[config.mk]
export PLATFORM = sky130hd
export DESIGN_NAME = unsigned_adder_carry_serial
export DESIGN_NICKNAME = d
export VERILOG_FILES = /design/src/rtl/unsigned_adder_carry_serial.sv
export SDC_FILE = /design/constraint.sdc
export NUM_CORES = 1
export LEC_CHECK = 0
export CELL_PAD_IN_SITES_DETAIL_PLACEMENT = 1
export CELL_PAD_IN_SITES_GLOBAL_PLACEMENT = 1
export CORE_ASPECT_RATIO = 1.2
export CORE_MARGIN = 8
export CORE_UTILIZATION = 30
export DETAILED_ROUTE_END_ITERATION = 10
export DONT_BUFFER_PORTS = 1
export PLACE_DENSITY_LB_ADDON = 0.1
export SLEW_MARGIN = 0
export SYNTH_ARGS = -nofsm -noshare
export SYNTH_HDL_FRONTEND = slang
export SYNTH_SLANG_ARGS = --single-unit
[constraint.sdc]
create_clock -name clk -period 2 [get_ports clk]
set_clock_uncertainty 0.2 [all_clocks]
set_input_delay 0.2 -clock clk [delete_from_list [all_inputs] [get_ports clk]]
set_output_delay 0.2 -clock clk [all_outputs]
set_load 0.01 [all_outputs]
[src/rtl/unsigned_adder_carry_serial.sv]
// ---------------------------------------------------------------------------
// unsigned_adder_carry_serial
//
// Bit-serial unsigned adder with carry-in and carry-out. It computes
// {co, res} = a + b + ci one bit per clock, LSB first, so the datapath costs a
// single full adder plus shift registers instead of a WIDTH-bit carry chain.
// It is the additive counterpart of the serial subtractor-with-borrow.
//
// Parameters:
//   WIDTH  operand/result width in bits (must be >= 2)
//   CNT_W  bit-counter width (2**CNT_W must exceed WIDTH)
//
// Ports:
//   clk    in   system clock, rising-edge active
//   rst_n  in   asynchronous reset, active-low; aborts any operation in flight
//   start  in   request, accepted in IDLE or FIN
//   a, b   in   operands, sampled only when start is accepted
//   ci     in   carry-in, sampled only when start is accepted
//   busy   out  high while an addition is in progress
//   done   out  one-cycle pulse; res/co are valid from this cycle
//   res    out  registered sum modulo 2**WIDTH, holds until the next completion
//   co     out  registered carry-out (bit WIDTH of a + b + ci)
// ---------------------------------------------------------------------------
module unsigned_adder_carry_serial #(
  parameter int WIDTH = 8,
  parameter int CNT_W = 4
) (
  input  logic             clk,
  input  logic             rst_n,
  input  logic             start,
  input  logic [WIDTH-1:0] a,
  input  logic [WIDTH-1:0] b,
  input  logic             ci,
  output logic             busy,
  output logic             done,
  output logic [WIDTH-1:0] res,
  output logic             co
);

  typedef enum logic [1:0] {
    IDLE = 2'd0,
    RUN  = 2'd1,
    FIN  = 2'd2
  } state_t;

  localparam logic [CNT_W-1:0] LAST_BIT = CNT_W'(WIDTH - 1);

  state_t           state;
  logic [WIDTH-1:0] a_sh;
  logic [WIDTH-1:0] b_sh;
  logic [WIDTH-1:0] s_sh;
  logic             carry;
  logic [CNT_W-1:0] cnt;

  logic             sum_bit;
  logic             carry_next;
  logic [WIDTH-1:0] s_next;

  // One full adder on the current LSBs. s_next is the sum shift register as
  // it will look after this bit, which lets the final edge copy the complete
  // sum straight into res without an extra cycle.
  always_comb begin
    sum_bit    = a_sh[0] ^ b_sh[0] ^ carry;
    carry_next = (a_sh[0] & b_sh[0]) | (a_sh[0] & carry) | (b_sh[0] & carry);
    s_next     = {sum_bit, s_sh[WIDTH-1:1]};
  end

  // Control FSM and datapath share one block so busy/done/res/co are all
  // registered. FIN accepts a new start so operations can run back-to-back,
  // while a start seen during RUN is simply not looked at.
  always_ff @(posedge clk or negedge rst_n) begin
    if (!rst_n) begin
      state <= IDLE;
      busy  <= 1'b0;
      done  <= 1'b0;
      res   <= '0;
      co    <= 1'b0;
      a_sh  <= '0;
      b_sh  <= '0;
      s_sh  <= '0;
      carry <= 1'b0;
      cnt   <= '0;
    end else begin
      case (state)
        IDLE, FIN: begin
          done <= 1'b0;
          if (start) begin
            a_sh  <= a;
            b_sh  <= b;
            carry <= ci;
            s_sh  <= '0;
            cnt   <= '0;
            busy  <= 1'b1;
            state <= RUN;
          end else begin
            busy  <= 1'b0;
            state <= IDLE;
          end
        end

        RUN: begin
          a_sh  <= a_sh >> 1;
          b_sh  <= b_sh >> 1;
          carry <= carry_next;
          s_sh  <= s_next;
          cnt   <= cnt + CNT_W'(1);
          // The last bit is consumed on this edge; publish the result now.
          if (cnt == LAST_BIT) begin
            res   <= s_next;
            co    <= carry_next;
            busy  <= 1'b0;
            done  <= 1'b1;
            state <= FIN;
          end
        end

        default: begin
          busy  <= 1'b0;
          done  <= 1'b0;
          state <= IDLE;
        end
      endcase
    end
  end

endmodule

; ---- Word-level counts from Yosys, hierarchy flattened
; Index checks and enable logic that the tools add are counted.
; W data, S select, Z words.
[word_totals]
in_bits = 20
register_bits = 42
elab_cells = 46
output_inout_bits = 11
[op_classes]
bitwise = 7
n_addsub = 1
eq_ne = 5
n_reduce_logical = 5
mux = 18
[ops]
columns = cell, n
row1 = $pmux W8 S2, 3
row2 = $mux W8, 3
row3 = $pmux W4 S2, 1
row4 = $mux W1, 6
row5 = $add A4 B1 Y4 const B, 1
row6 = $eq A4 B3 Y1 const B, 1
row7 = $mux W4, 1
row8 = $ne A2 B2 Y1 const B, 2
row9 = $pmux W1 S2, 2
row10 = $pmux W2 S2, 1
row11 = $reduce_and A2 Y1, 2
row12 = $and A1 B1 Y1, 3
row13 = $eq A2 B1 Y1 const B, 1
row14 = $eq A2 B2 Y1 const B, 1
row15 = $logic_not A2 Y1, 1
row16 = $mux W2, 1
row17 = $or A1 B1 Y1, 2
row18 = $reduce_bool A2 Y1, 1
row19 = $reduce_or A2 Y1, 1
row20 = $xor A1 B1 Y1, 2

; ---- Longest topological paths before layout
; Gate-level depths: netlist of the first run.
[logic_depth]
depth_word = 4
depth_mapped = 5
mapped_depth_nobuf = 4

; ---- Least setup slack after synthesis of the first run
; Ideal clock, no wire load.
[synth_timing]
path_kind = register to register
start = reg cnt[0]
end = reg co
period_less_slack_ps = 1644
setup_ps = 125
t_required_ps = 1675
setup_slack_ps = 356
path_buffers = 1
path_stages_with_launch = 6
arrival_time_ps = 1319
path_cell_list = dfrtp_1 > ha_1 > nand3b_4 > nor3b_2 > buf_6 > mux2_2
[synth_via]
elab_chain_len = 2
[synth_rtl]
columns = element, line
row1 = start: declaration, 53  ; logic [CNT_W-1:0] cnt;
row2 = start signal: assignment, 106  ; cnt <= cnt + CNT_W'(1);
row3 = $eq A4 B3 Y1, 108  ; if (cnt == LAST_BIT) begin
row4 = $reduce_and A2 Y1 (no source line), n/a
row5 = end signal: assignment, 110  ; co <= carry_next;
row6 = end: declaration, 37  ; output logic co
; Every way passes these cells.
; A chain may end at the register's enable or synchronous reset.

; ---- Final worst setup path of the first run
[layout_timing]
start = reg cnt[0]
end = reg res[7]
[layout_via]
elab_chain_len = 2
[layout_rtl]
columns = element, line
row1 = $eq A4 B3 Y1, 108
row2 = $reduce_and A2 Y1 (no source line), n/a
row3 = end signal: assignment, 109  ; res <= s_next;
row4 = end: declaration, 36  ; output logic [WIDTH-1:0] res,
; Every way passes these cells.

==> results.cfg, run 1 <==
[synthesis]
synth_seq_cells = 40
synthTopCellsByCount = dfrtp_1 (40), a22o_1 (25), a21o_1 (15)
ys_types = 23
synthCells = 114
avgSynthCellArea_um2 = 14.64
synth_most_common_cell = dfrtp_1
async_flop_share_pct = 100.0
yosysTopAreaCell = dfrtp_1
synth_area_leaders = dfrtp_1 (60%), a22o_1 (13%), a21o_1 (6.7%), mux2_2 (6.1%), buf_4 (1.3%)
syn_nets = 136
synth_ff_type = dfrtp_1
yosys_warnings = 0
synth_seq_area_share_pct = 59.97
syn_area_um2 = 1669
synth_top_cell_area_share_pct = 59.97
synth_edf_count = 0

[timing]
post-route-min-period_ps = 1758
finalHoldViolations = 0
finalSetupViolCount = 0
worst_slew_pin_slew_ps = 305.0
max_slew_margin_pct = 79.62
finalSetupTns_ps = 0
min_period_over_period_pct = 87.92
fmax_mhz = 568.7
drv_slew = 0
rsz0062_at_grt = no
timing.hold.ws_ps = 21.94

[place]
port_buffers = 0
placed_area_um2 = 1743
hpwlAfterDp_mm = 2.350
routabilityCongestion = 0.6804

[finish]
drive_gt1_share_pct = 21.74
fillers = 534
design_area_um2 = 2033
syn2layout_area_growth_pct = 21.81
final-seq-area_um2 = 1001
diodes = 0
multiInputGateArea_um2 = 614.3
num-nets-final = 159

[clock_tree]
cts_tree = built
root_buffer = clkbuf_8
cts_buffer_depth = 2
cts_resized = 0
numCtsBuffers = 5
numClockSinks = 40
cts_htree_levels = 2
clk_latency_ps = 280
path_clk_slew_ps = 70
cts_setup_buffers = 0

[critical_path]
worstReg2RegEnd = res[7]$_DFFE_PN0P_
cp_cell_sequence = ha_1, nand3b_4, nor3b_2, buf_4, mux2_2
r2r.worst_path.cells = 5
reg2reg_slack_ps = 240
cpPeakStageDelay_ps = 390
slowest_stage = dfrtp_1
worstPathMaxFanout = 10
worstSetupPathType = flip-flop to flip-flop
worstSetupEndpointType = flip-flop
startpoint_type = flip-flop
reg2reg_from = cnt[0]$_DFFE_PN0P_
startpoint = cnt[0]$_DFFE_PN0P_
timing.critical_path.required_ps = 1970
cp.arrival_ps = 1730

[global_routing]
grt_pass1_vias = 1208
grt_antenna_before_repair = 0
track_usage_pct = 8.813
grt-ovfl-total = 0
grt_max_degree = 41
grt_pass1_wl_mm = 5.871

[floorplanning]
initial_core_util_pct = 31.29
core_area_um2 = 5334
fp.dieH_um = 97.71
die_w_um = 84.09
ios = 31
placementRows = 29
dieArea_um2 = 8216

[routing]
drc = 0
dr.pass1.iters = 4
ant_nets = 0
num_vias = 1022
viasPerCell = 5.110
routedWlPerCell_um = 16.71
drt_iter0_drc = 34
drt-total-wl_mm = 3.341

[outcome]
status = complete, no violations

[power]
peakVddDrop_mv = 0.5554
leakage_uw = 0.001028
power_density_nw_per_um2 = 1547

[hold_path]
hold_class = primary input to flip-flop
worstHoldStart = start
min_path_cells = 2
worstHoldEndpoint = state[0]$_DFFE_PN0P_

[flow_run]
maxCapViolations = 0
==> stage by stage <==
stage	utilization, %	total power (µW)	worst slack [ps]	std cells
floorplan	-	2331	356.3	114
global placement	32.68	2585	277.5	173
detailed placement	32.68	2633	224.0	173
CTS	38.12	3230	217.6	200
global route	38.12	3399	127.0	200
finish	38.12	3145	241.5	200
==> how the worst max path moves through the flow <==
stage / end / slack [ps] / cells past startpoint
after floorplan: co$_DFFE_PN0P_ / 360 / 5
after global routing: res[7]$_DFFE_PN0P_ / 130 / 5
final: res[7]$_DFFE_PN0P_ / 240 / 5
after CTS: res[7]$_DFFE_PN0P_ / 220 / 5
after global placement: co$_DFFE_PN0P_ / 280 / 5
after detailed placement: res[7]$_DFFE_PN0P_ / 220 / 5
==> cell usage in the layout (no fill, tap or decap) <==
| master | count |
|---|---|
| and2b_2 | 1 |
| buf_4 | 4 |
| nor3b_2 | 1 |
| nand2b_1 | 1 |
| dlygate4sd3_1 | 18 |
| fa_1 | 1 |
| and2b_4 | 1 |
| mux2_2 | 9 |
| a22o_1 | 25 |
| nand3b_4 | 1 |
| nor2b_4 | 1 |
| nor2_4 | 1 |
| a21o_2 | 1 |
| ha_1 | 1 |
| nand4_1 | 1 |
| xnor2_1 | 1 |
| a31o_2 | 1 |
| mux2i_1 | 2 |
| nor2_1 | 1 |
| buf_12 | 2 |
| clkbuf_8 | 6 |
| clkbuf_1 | 2 |
| dfrtp_1 | 40 |
| a22o_2 | 1 |
| a21o_1 | 15 |
==> repair_timing <==
action / CTS / global route
hold buffers: 19 / 0
endpoints found under the hold margin: 57 / 0
setup endpoints to repair: 0 / 0
==> kinds of logic after synthesis <==
| logic type | share of synthesized area (%) |
|---|---|
| adder cells (fa/ha/maj) | 1.949 |
| buffers and inverters | 3.223 |
| AND/OR/NAND/NOR | 5.547 |
| multiplexers | 7.272 |
| flip-flops | 59.97 |
| XOR/XNOR | 0.5248 |
| AO/OA/AOI/OAI | 21.51 |
==> critical path: cells and delay by family (launching register included) <==
family / cells / cell delay [ps]
DFF: 1 / 390
muxes: 1 / 350
adders and majority gates: 1 / 250
and+or+nand+nor: 2 / 250
buffers and inverters: 1 / 200
==> layout make-up <==
cell class	instances	area share [%]
clock buffer	8	4.431
multi-input combinational	66	30.22
sequential	40	49.23
tap	62	3.815
timing repair buffer	24	12.31
==> power breakdown <==
group	leakage [µW]	internal [µW]	switching (µW)
Sequential	0.000508	1170	290
Clock	0.0000455	281	251
Combinational	0.000474	667	489
Total	0.00103	2120	1030
==> state kept, by name, indices dropped and copies added, names as in the netlist <==
name	cells
a_sh	8
cnt	4
busy	1
b_sh	8
s_sh	7
res	8
co	1
state	1
carry	1
done	1
==> per-layer routing <==
layer / routed length (µm) / share of wire (%) / global-route usage [%]
met4: 47 / 1.4 / 3.595
met2: 1604 / 48 / 14.29
met5: 0 / 0 / 0
met1: 1462 / 44 / 9.572
met3: 226 / 6.8 / 4.279
No activity file was read; power rests on OpenSTA's default activity.
==> inputs of run 2 (changes only) <==
--- a/config.mk
+++ b/config.mk
@@ -10,5 +10,5 @@
 export CORE_ASPECT_RATIO = 1.2
 export CORE_MARGIN = 8
-export CORE_UTILIZATION = 30
+export CORE_UTILIZATION = 50
 export DETAILED_ROUTE_END_ITERATION = 10
 export DONT_BUFFER_PORTS = 1
==> constraint.sdc (replaced) <==
create_clock -name clk -period 2 [get_ports clk]
set_clock_uncertainty 0.2 [all_clocks]
set_input_delay 0.2 -clock clk [delete_from_list [all_inputs] [get_ports clk]]
set_output_delay 0.2 -clock clk [all_outputs]
set_load 0.05 [all_outputs]
==> results.cfg, run 2 (synthesis results as in run 1) <==
[outcome]
status = complete, no violations

[floorplanning]
fp.dieH_um = 79.29
core_area_um2 = 3281
dieArea_um2 = 5451
ios = 31
die_w_um = 68.75
initial_core_util_pct = 50.88
placementRows = 23

[timing]
min_period_over_period_pct = 89.05
fmax_mhz = 561.5
max_slew_margin_pct = 67.55
drv_slew = 0
post-route-min-period_ps = 1781
finalSetupViolCount = 0
rsz0062_at_grt = no
worst_slew_pin_slew_ps = 486.8
finalSetupTns_ps = 0
finalHoldViolations = 0

[global_routing]
grt_antenna_before_repair = 0
track_usage_pct = 15.15
grt_max_degree = 41
grt_pass1_vias = 1154
grt_pass1_wl_mm = 6.044
grt-ovfl-total = 0

[routing]
drt_iter0_drc = 43
num_vias = 1051
ant_nets = 0
routedWlPerCell_um = 20.07
viasPerCell = 6.006
drc = 0
drt-total-wl_mm = 3.513
dr.pass1.iters = 4

[critical_path]
cp.arrival_ps = 1750
startpoint_type = flip-flop
worstSetupEndpointType = flip-flop
critical_path_buf_inv_count = 1
slowest_stage = dfrtp_1
crit_cells = 5
r2r.worst_path.cells = 5
timing.critical_path.required_ps = 1970
worstReg2RegEnd = res[7]$_DFFE_PN0P_
crit_end = res[7]$_DFFE_PN0P_
worstSetupPathType = flip-flop to flip-flop
worstPathMaxFanout = 10
reg2reg_slack_ps = 220
cpPeakStageDelay_ps = 400
cp_cell_sequence = ha_1, nand3b_4, nor3b_2, buf_4, mux2_2
startpoint = cnt[0]$_DFFE_PN0P_
reg2reg_from = cnt[0]$_DFFE_PN0P_
cpLargestDelayFamily = flip-flops

[clock_tree]
cts_setup_buffers = 0
path_clk_slew_ps = 70
cts_buffer_depth = 2
numClockSinks = 40
hold_buffers = 19
clk_latency_ps = 290
cts_tree = built
cts_resized = 0
numCtsBuffers = 5
root_buffer = clkbuf_8
cts_htree_levels = 2

[finish]
final_cell_mix = dfrtp_1 (40), a22o_1 (25), dlygate4sd3_1 (18)
reg_top3 = a_sh: 8 flops, b_sh: 8 flops, res: 8 flops
diodes = 0
layout_commonest_cell = dfrtp_1
num-nets-final = 160
drive_gt1_share_pct = 22.46
syn2layout_area_growth_pct = 19.64
fillers = 315

[power]
internal_power_uw = 2071
clkPwrFrac_pct = 14.5
switching_power_uw = 1322
power_density_nw_per_um2 = 1699
peakVddDrop_mv = 0.9339
comb_power_share_pct = 34.8
p_seq_share_pct = 50.7
netSwitchingFraction_pct = 38.96
leakage_uw = 0.001029
power.total_uw = 3393

[place]
hpwlAfterDp_mm = 2.176
port_buffers = 0
routabilityCongestion = 0.7145

[hold_path]
hold_class = primary input to flip-flop

[flow_run]
maxCapViolations = 0
[run 2: changes by cell type in the layout (fill, tap and decap cells not counted), sizes merged]
cell,previous run,this run
clkbuf,8,6
buf,6,7
clkinv,0,1
[run 2: worst min-delay path by stage]
stage / start / endpoint / slack [ps] / depth (start not counted)
finish: start / state[0]$_DFFE_PN0P_ / 10 / 2
global route: start / state[0]$_DFFE_PN0P_ / 8 / 2
CTS: start / state[0]$_DFFE_PN0P_ / 6 / 2
detailed placement: rst_n / res[0]$_DFFE_PN0P_ / -290 / 0
global placement: rst_n / s_sh[1]$_DFFE_PN0P_ / -290 / 0
floorplan: rst_n / a_sh[0]$_DFFE_PN0P_ / -300 / 0
[run 2: worst reg2reg max path: stages, from the launching register on]
cell	delay (ps)
dfrtp_1	400
ha_1	250
nand3b_4	110
nor3b_2	160
buf_4	200
mux2_2	360
[run 2: metal layers]
metal / GRT usage (%) / part of all wire [%] / vias up
li1: - / - / 471
met1: 17.24 / 40 / 545
met2: 24.32 / 52 / 28
met3: 5.907 / 6.0 / 7
met4: 6.640 / 1.9 / 0
met5: 0 / 0 / -
[run 2: power groups by stage]
| stage | Combinational (µW) | Clock, µW | Sequential, µW |
|---|---|---|---|
| after floorplan | 932 | 0 | 1680 |
| after global placement | 1090 | 0 | 1730 |
| after detailed placement | 1140 | 0 | 1750 |
| after CTS | 1190 | 510 | 1730 |
| after global routing | 1320 | 544 | 1780 |
| final | 1180 | 492 | 1720 |
[run 2: final cells by class]
type	count	area [µm²]	share of cell area, %
clock buffer	6	72.57	3.634
tap	37	46.29	2.318
clock inverter	1	5.005	0.2506
multi-input combinational	66	614.3	30.76
sequential	40	1001	50.13
timing repair buffer	25	257.7	12.91
[run 2: per-stage QoR]
step                      instances  setup WS [ps]  util [%]  instance area [µm²]  hold WS, ps
after global routing            175          121.3     60.87                 1997        8.343
after global placement          149          284.0     52.40                 1719       -294.5
after floorplan                 114          345.7         -                 1669       -295.6
final                           175          219.1     60.87                 1997        14.18
after CTS                       175          203.6     60.87                 1997        6.019
after detailed placement        149          218.0     52.40                 1719       -294.5
==> inputs of run 3 (changes only) <==
Settings changed: CORE_ASPECT_RATIO 1.2 to 1.4.
==> results.cfg, run 3 (synthesis results as in run 1) <==
[outcome]
status = complete, no violations

[timing]
worst_slew_pin_slew_ps = 486.9
fmax_mhz = 567.1
fin_ws_ps = 236.6
max_slew_margin_pct = 67.54
finalSetupTns_ps = 0
finalHoldViolations = 0
min_period_over_period_pct = 88.17
post-route-min-period_ps = 1763
rsz0062_at_grt = no
drv_slew = 0
finalSetupViolCount = 0

[critical_path]
timing.critical_path.required_ps = 1980
worstSetupEndpointType = flip-flop
cpLargestDelayFamily = flip-flops
r2r.worst_path.cells = 5
cp.arrival_ps = 1740
reg2reg_slack_ps = 240
startpoint_type = flip-flop
worstReg2RegEnd = res[7]$_DFFE_PN0P_
worstPathMaxFanout = 10
worstSetupPathType = flip-flop to flip-flop
cp_cell_sequence = ha_1, nand3b_4, nor3b_2, buf_4, mux2_2
reg2reg_from = cnt[0]$_DFFE_PN0P_
critical_path_buf_inv_count = 1
slowest_stage = dfrtp_1
cpPeakStageDelay_ps = 390

[clock_tree]
clk_latency_ps = 290
numClockSinks = 40
cts_htree_levels = 2
path_clk_slew_ps = 70
numCtsBuffers = 5
cts_buffer_depth = 2
cts_tree = built
hold_buffers = 19
root_buffer = clkbuf_8
cts_resized = 0
cts_setup_buffers = 0

[hold_path]
worstHoldStart = start
hold_class = primary input to flip-flop
min_path_cells = 2
worstHoldEndpoint = state[0]$_DFFE_PN0P_

[power]
power_density_nw_per_um2 = 1709
leakage_uw = 0.001033
peakVddDrop_mv = 0.8458

[global_routing]
grt_max_degree = 41
grt_antenna_before_repair = 0
track_usage_pct = 14.03
grt-ovfl-total = 0
grt_pass1_vias = 1221
grt_pass1_wl_mm = 5.934

[routing]
dr.pass1.iters = 4
routedWlPerCell_um = 19.04
ant_nets = 0
drt-total-wl_mm = 3.409
viasPerCell = 5.855
drt_iter0_drc = 17
num_vias = 1048
drc = 0

[finish]
syn2layout_area_growth_pct = 20.61
diodes = 0
fillers = 305
num-nets-final = 160
final_cell_mix = dfrtp_1 (40), a22o_1 (25), dlygate4sd3_1 (18)
layout_commonest_cell = dfrtp_1
drive_gt1_share_pct = 22.30
reg_top3 = a_sh: 8 flops, b_sh: 8 flops, res: 8 flops

[floorplanning]
ios = 31
fp.dieH_um = 84.36
initial_core_util_pct = 50.82
dieArea_um2 = 5469
core_area_um2 = 3284
die_w_um = 64.83
placementRows = 25

[place]
port_buffers = 0
preCtsSetupSlack_ps = 213.1
hpwlAfterDp_mm = 2.248
routabilityCongestion = 0.6759

[flow_run]
maxCapViolations = 0
[run 3: changes by cell type in the layout (fill, tap and decap cells not counted)]
| cell | change |
|---|---|
| clkbuf_1 | +1 |
| clkinv_2 | -1 |
| clkbuf_8 | +1 |
[run 3: worst register-to-register path, stage by stage (launching register included)]
cell and delay (ps):
dfrtp_1 390, ha_1 250, nand3b_4 100, nor3b_2 160, buf_4 200, mux2_2 350
[run 3: worst max-delay path by stage]
stage | to | depth (start not counted) | from | slack [ps]
after floorplan | busy$_DFFE_PN0P_ | 4 | done$_DFFE_PN0P_ | 350
after detailed placement | res[6]$_DFFE_PN0P_ | 5 | cnt[0]$_DFFE_PN0P_ | 210
final | res[7]$_DFFE_PN0P_ | 5 | cnt[0]$_DFFE_PN0P_ | 240
after global routing | res[5]$_DFFE_PN0P_ | 5 | cnt[0]$_DFFE_PN0P_ | 120
after CTS | res[7]$_DFFE_PN0P_ | 5 | cnt[0]$_DFFE_PN0P_ | 210
after global placement | res[0]$_DFFE_PN0P_ | 5 | cnt[0]$_DFFE_PN0P_ | 290
[run 3: routing by layer]
layer / GRT usage [%] / share of wire [%] / up-vias
li1: - / - / 472
met1: 15.01 / 39 / 540
met2: 23.32 / 52 / 28
met3: 4.794 / 6.1 / 8
met4: 7.769 / 2.6 / 0
met5: 0 / 0 / -
[run 3: cell type report]
class	count	area [µm²]	share of cell area (%)
well taps	40	50.05	2.486
multi-input cells	66	614.3	30.52
repair buffers	25	257.7	12.80
clock buffers	8	90.09	4.475
flip-flops and latches	40	1001	49.72
[run 3: power breakdown]
part | switching [µW] | internal (µW)
Clock | 261 | 281
Sequential | 566 | 1160
Combinational | 498 | 672
[run 3: through the flow]
step / hold WS (ps) / total power [µW] / std cells / util [%] / area [µm²]
finish: 9.988 / 3440 / 179 / 61.30 / 2013
global route: 6.849 / 3665 / 179 / 61.30 / 2013
CTS: 5.816 / 3489 / 179 / 61.30 / 2013
detailed placement: -294.4 / 2889 / 152 / 52.46 / 1723
global placement: -294.5 / 2823 / 152 / 52.46 / 1723
floorplan: -295.6 / 2607 / 114 / - / 1669
